**config.mk**
```make
export PLATFORM = sky130hd
export DESIGN_NAME = led_breather
export DESIGN_NICKNAME = d
export VERILOG_FILES = /design/src/rtl/led_breather_pkg.sv /design/src/rtl/led_pwm.sv /design/src/rtl/led_breather.sv
export SDC_FILE = /design/constraint.sdc
export NUM_CORES = 1
export LEC_CHECK = 0
export BUFFER_PORTS_ARGS = -buffer_cell sky130_fd_sc_hd__buf_4
export CAP_MARGIN = 40
export CORE_MARGIN = 3
export CORE_UTILIZATION = 57
export DETAILED_ROUTE_END_ITERATION = 6
export PLACE_DENSITY = 0.84
export SLEW_MARGIN = 10
export SYNTH_ARGS = -nofsm -noshare
export SYNTH_HDL_FRONTEND = slang
export SYNTH_HIERARCHICAL = 1
export SYNTH_SLANG_ARGS = --single-unit
```
**constraint.sdc**
```tcl
create_clock -name clk -period 2.9 [get_ports clk]
set_clock_uncertainty 0.15 [all_clocks]
set_input_delay 0.145 -clock clk [delete_from_list [all_inputs] [get_ports clk]]
set_output_delay 0.145 -clock clk [all_outputs]
set_load 0.02 [all_outputs]
```
**src/rtl/led_breather_pkg.sv**
```systemverilog
// Shared phase encoding for the LED breathing generator.
package led_breather_pkg;

  localparam logic [1:0] PH_RAMP_UP   = 2'd0;
  localparam logic [1:0] PH_HOLD_HI   = 2'd1;
  localparam logic [1:0] PH_RAMP_DOWN = 2'd2;
  localparam logic [1:0] PH_HOLD_LO   = 2'd3;

  typedef enum logic [1:0] {
    RAMP_UP   = PH_RAMP_UP,
    HOLD_HI   = PH_HOLD_HI,
    RAMP_DOWN = PH_RAMP_DOWN,
    HOLD_LO   = PH_HOLD_LO
  } phase_t;

endpackage

```
**src/rtl/led_pwm.sv**
```systemverilog
// Free-running PWM counter, registered period tick and registered duty comparator.
module led_pwm #(
  parameter int PWM_BITS = 8
) (
  input  logic                clk,
  input  logic                rst,
  input  logic                en,
  input  logic [PWM_BITS-1:0] duty,
  output logic                period_end,
  output logic                led,
  output logic                period_tick
);

  localparam logic [PWM_BITS-1:0] CNT_MAX = '1;

  logic [PWM_BITS-1:0] pwm_cnt;

  // Last clock of a running PWM period; drives both the tick and the step prescaler.
  assign period_end = en && (pwm_cnt == CNT_MAX);

  always_ff @(posedge clk) begin
    if (rst) begin
      pwm_cnt     <= '0;
      led         <= 1'b0;
      period_tick <= 1'b0;
    end else begin
      if (en) begin
        pwm_cnt <= pwm_cnt + PWM_BITS'(1);
      end else begin
        pwm_cnt <= pwm_cnt;
      end
      led         <= en && (pwm_cnt < duty);
      period_tick <= period_end;
    end
  end

endmodule

```
**src/rtl/led_breather.sv**
```systemverilog
// Breathing-LED generator: step prescaler, hold counter, ramp FSM and PWM output.
// Optional build macro LED_GAMMA_EN squares the duty for a perceptual brightness curve.
module led_breather
  import led_breather_pkg::*;
#(
  parameter int PWM_BITS     = 8,
  parameter int STEP_PERIODS = 32,
  parameter int HOLD_STEPS   = 16
) (
  input  logic                clk,
  input  logic                rst,
  input  logic                en,
  output logic                led,
  output logic [PWM_BITS-1:0] duty,
  output logic [1:0]          phase,
  output logic                period_tick
);

  localparam int STEP_W = (STEP_PERIODS > 1) ? $clog2(STEP_PERIODS) : 1;
  localparam int HOLD_W = (HOLD_STEPS > 1) ? $clog2(HOLD_STEPS) : 1;
  localparam logic [STEP_W-1:0]   STEP_LAST = STEP_W'(STEP_PERIODS - 1);
  localparam logic [HOLD_W-1:0]   HOLD_LAST = HOLD_W'(HOLD_STEPS - 1);
  localparam logic [PWM_BITS-1:0] DUTY_MAX  = '1;

  if (STEP_PERIODS < 1) begin : g_bad_step_periods
    $error("led_breather: STEP_PERIODS must be >= 1");
  end
  if (HOLD_STEPS < 1) begin : g_bad_hold_steps
    $error("led_breather: HOLD_STEPS must be >= 1");
  end

  logic [STEP_W-1:0]   step_cnt;
  logic [HOLD_W-1:0]   hold_cnt;
  logic [HOLD_W-1:0]   hold_nxt;
  logic [PWM_BITS-1:0] duty_raw;
  logic [PWM_BITS-1:0] duty_nxt;
  logic [PWM_BITS-1:0] duty_inc;
  logic [PWM_BITS-1:0] duty_dec;
  phase_t              phase_q;
  phase_t              phase_nxt;
  logic                period_end;
  logic                step_evt;

  assign step_evt = period_end && (step_cnt == STEP_LAST);
  assign duty_inc = duty_raw + PWM_BITS'(1);
  assign duty_dec = duty_raw - PWM_BITS'(1);

  always_comb begin
    phase_nxt = phase_q;
    duty_nxt  = duty_raw;
    hold_nxt  = hold_cnt;
    if (step_evt) begin
      case (phase_q)
        RAMP_UP: begin
          duty_nxt = duty_inc;
          if (duty_inc == DUTY_MAX) begin
            phase_nxt = HOLD_HI;
            hold_nxt  = '0;
          end else begin
            phase_nxt = RAMP_UP;
          end
        end
        HOLD_HI: begin
          if (hold_cnt == HOLD_LAST) begin
            phase_nxt = RAMP_DOWN;
            hold_nxt  = '0;
          end else begin
            hold_nxt  = hold_cnt + HOLD_W'(1);
          end
        end
        RAMP_DOWN: begin
          duty_nxt = duty_dec;
          if (duty_dec == '0) begin
            phase_nxt = HOLD_LO;
            hold_nxt  = '0;
          end else begin
            phase_nxt = RAMP_DOWN;
          end
        end
        HOLD_LO: begin
          if (hold_cnt == HOLD_LAST) begin
            phase_nxt = RAMP_UP;
            hold_nxt  = '0;
          end else begin
            hold_nxt  = hold_cnt + HOLD_W'(1);
          end
        end
        default: begin
          phase_nxt = RAMP_UP;
          duty_nxt  = '0;
          hold_nxt  = '0;
        end
      endcase
    end else begin
      phase_nxt = phase_q;
    end
  end

  // Duty and phase only move on a step event, which coincides with the PWM wrap.
  always_ff @(posedge clk) begin
    if (rst) begin
      step_cnt <= '0;
      hold_cnt <= '0;
      duty_raw <= '0;
      phase_q  <= RAMP_UP;
    end else begin
      if (period_end) begin
        step_cnt <= step_evt ? '0 : step_cnt + STEP_W'(1);
      end else begin
        step_cnt <= step_cnt;
      end
      hold_cnt <= hold_nxt;
      duty_raw <= duty_nxt;
      phase_q  <= phase_nxt;
    end
  end

`ifdef LED_GAMMA_EN
  logic [2*PWM_BITS-1:0] duty_sq;
  assign duty_sq = {{PWM_BITS{1'b0}}, duty_raw} * {{PWM_BITS{1'b0}}, duty_raw};
  assign duty    = duty_sq[2*PWM_BITS-1:PWM_BITS];
`else
  assign duty = duty_raw;
`endif

  assign phase = phase_q;

  led_pwm #(
    .PWM_BITS(PWM_BITS)
  ) u_pwm (
    .clk        (clk),
    .rst        (rst),
    .en         (en),
    .duty       (duty),
    .period_end (period_end),
    .led        (led),
    .period_tick(period_tick)
  );

endmodule

```
==> flow_metrics.py <==
metrics = {
    "outcome": {
        "status": "completed",
    },
    "drt": {
        "wl_met3_um": 145,
        "firstDrtPassIters": 4,
        "vias": 1563,
        "dr.max_layer_used": "met4",
        "wl_met2_mm": 1.69,
        "via_per_inst": 5.66,
        "wl_per_cell_um": 13.2,
        "drt-initial-drc-count": 68,
        "wl_mm": 3.64,
        "final_antenna_net_count": 0,
        "wl_met1_mm": 1.72,
        "drc_errors": 0,
    },
    "critical_path": {
        "crit_path_start_kind": "register",
        "cpPeakStageDelay_ns": 0.51,
        "worstSetupEndpointType": "register",
        "critical_path_required_ns": 3.01,
        "rr_worst_depth": 8,
        "r2r_setup_slack_ns": 0.31,
        "path_class": "reg2reg",
        "cp.arrival_ns": 2.71,
        "reg2reg_from": "duty[1]",
        "slowest_stage": "or4b_1",
        "r2r_end": "hold_cnt[1]",
        "crit_chain": "inv_1 > ha_1 > nor3b_1 > xnor2_1 > nand3_1 > o31a_1 > or4b_1 > a21oi_1",
        "path_max_fanout": 11,
    },
    "logic_synthesis": {
        "synth.cell_area_um2": 1820,
        "netlist.top_cell.by_area": "dfxtp_1",
        "syn_inst": 217,
        "syn_area_per_cell_um2": 8.38,
        "synthXorXnorAreaFrac_pct": 6.74,
        "synth_fa_ha_area_share_pct": 13.1,
        "yosys.area_share.simple_pct": 24.0,
        "synth_ff_type": "dfxtp_1",
        "yosysMostFrequentCell": "dfxtp_1",
        "synth_top_family_by_area": "simple AND/OR/NAND/NOR gates",
        "yosysUniqueCellTypes": 52,
        "netlist_top_cells_area": "dfxtp_1, ha_1, nor2_1",
        "synthMuxAreaShare_pct": 1.65,
        "synth_edf_count": 0,
        "synth_fp_nets": 239,
        "synth_compound_gate_area_share_pct": 17.5,
        "yosys-top-cells-count": "dfxtp_1, nor2_1, ha_1, inv_1",
        "yosys_warnings": 6,
        "yosysTopAreaCellShare_pct": 31.9,
        "synth_seq_cells": 29,
        "async_reset_ff_share_pct": 0,
        "seq_area_frac_synth_pct": 31.9,
    },
    "cells_and_area": {
        "fin_nets": 256,
        "final.fill_count": 256,
        "diodes": 0,
        "fin_area_um2": 2020,
        "drive_above_1_share_pct": 13.7,
        "area_delta_synth_final_pct": 11.1,
    },
    "power_and_ir_drop": {
        "power.internal_uw": 527,
        "p_sw_share_pct": 22.5,
        "leakage_uw": 0.000796,
        "switching_power_uw": 153,
        "sequentialPowerShare_pct": 59.7,
        "pwr_density_cell_nw_per_um2": 336,
        "vdd_drop_max_uv": 332,
        "p_comb_share_pct": 3.7,
        "clock_power_share_pct": 36.6,
    },
    "clock_tree": {
        "cts_max_path_buffers": 2,
        "htree_levels": 2,
        "cts_tree": "yes",
        "clock_latency_ns": 0.33,
        "clockRootBuffer": "clkbuf_4",
        "clk_pin_slew_ns": 0.09,
        "ctsResizeCount": 0,
        "cts_inserted_buffers": 5,
        "cts_sinks": 29,
    },
    "timing": {
        "hold_ws_ns": 0.0398,
        "tightest_slew_ns": 0.801,
        "setup_viol": 0,
        "fmax_ghz": 0.386,
        "tns_ns": 0,
        "fin_crit_sh_pct": 89.4,
        "hold_violations": 0,
        "slew_viol_final": 0,
        "setup_slack_ns": 0.307,
        "period_needed_ns": 2.59,
        "slew_headroom_pct": 46.0,
        "rsz0062_at_grt": "no",
    },
    "floorplan": {
        "ios": 15,
        "dieArea_um2": 3900,
        "initial_core_util_pct": 62.7,
        "core_area_um2": 2900,
        "die_w_um": 62.5,
        "die-height_um": 62.5,
        "row_count": 19,
    },
    "placed_design": {
        "place_congestion": 0.924,
        "io_buffers": 14,
        "placed_area_um2": 1950,
        "dp.final_hpwl_mm": 2.67,
        "place_ws_ns": 0.318,
    },
    "global_route": {
        "grt_pass1_wl_mm": 6.48,
        "grt_use_total_pct": 20.0,
        "antenna_found_initial": 0,
        "first_global_vias": 1560,
        "grt-ovfl-total": 0,
        "grt_max_degree": 31,
    },
    "worst_hold_path": {
        "min_from": "rst",
        "hold_end": "u_pwm/pwm_cnt[2]",
        "hp-class": "in2reg",
        "hold_depth": 2,
    },
    "flow_run": {
        "max_cap_viol_count": 0,
    },
}
cells in the final DEF, fill, tap and decap left out, drive strengths merged, types with 4 or more instances in the layout:
| master | instances |
|---|---|
| a21oi | 14 |
| buf | 16 |
| clkbuf | 7 |
| dfxtp | 29 |
| ha | 19 |
| inv | 15 |
| nand2 | 14 |
| nand4 | 4 |
| nor2 | 28 |
| nor2b | 4 |
| o21ai | 16 |
| or3 | 4 |
| xnor2 | 6 |
| xor2 | 8 |
per-stage QoR:
stage / utilization, % / power [µW] / instances
2_1_floorplan: - / 432 / 217
3_3_place_gp: 67.4 / 439 / 268
3_5_place_dp: 67.4 / 440 / 268
4_1_cts: 69.6 / 688 / 276
5_1_grt: 69.6 / 703 / 276
6_report: 69.6 / 679 / 276
worst max-delay path, delay by kind of cell (launching register included):
family,cells,cell delay (ns)
and+or+nand+nor,3,0.94
xor gates and xnor gates,1,0.16
buffers and inverters,1,0.15
DFF,1,0.42
AOI/OAI and AO/OA,2,0.50
adders and majority gates,1,0.22
worst max path at each step:
stage	slack (ns)	to	cells after the start	start
finish	0.31	hold_cnt[1]	8	duty[1]
global route	0.12	hold_cnt[2]	8	duty[1]
CTS	0.30	hold_cnt[1]	8	duty[1]
detailed placement	0.32	hold_cnt[1]	8	duty[1]
global placement	0.42	hold_cnt[1]	8	duty[1]
floorplan	0.37	hold_cnt[1]	9	duty[0]
power by group through the flow:
stage	sequential, µW	clock (µW)	combinational (µW)
2_1_floorplan	415	0	17.1
3_3_place_gp	415	0	24.2
3_5_place_dp	415	0	24.5
4_1_cts	406	257	25.6
5_1_grt	407	268	29.1
6_report	405	248	25.5
state kept, by name (all words and copies together), names as in the netlist:
register and cells:
hold_cnt 4, duty 8, u_pwm/period_tick 1, u_pwm/led 1, u_pwm/pwm_cnt 8, phase 2
step_cnt 5
kinds of logic (layout without fill, tap and decap cells):
logic type	count (synthesis)	in the layout
AO/OA/AOI/OAI	48	48
XOR/XNOR	14	14
adder cells (fa/ha/maj)	19	19
buffers and inverters	22	39
flip-flops	29	29
multiplexers	3	3
AND/OR/NAND/NOR	82	82
area by class of cell:
cell class                      count  area, µm²  share of cell area [%]
Clock buffer                        7       55.1                    2.73
Inverter                           15       56.3                    2.79
Multi-Input combinational cell    166       1140                    56.7
Sequential cell                    29        581                    28.7
Tap cell                           42       52.6                    2.60
Timing Repair Buffer               17        130                    6.44
what timing repair did:
action / CTS / global route
hold buffers: 1 / 0
endpoints found under the hold margin: 3 / 0
setup buffers: 0 / 0
routing by layer:
metal | vias to the layer above | track usage [%]
met5 | - | 0
met1 | 716 | 23.8
li1 | 800 | -
met4 | 0 | 9.92
met3 | 11 | 4.68
met2 | 36 | 33.6
(Power assumes the default switching activity.)
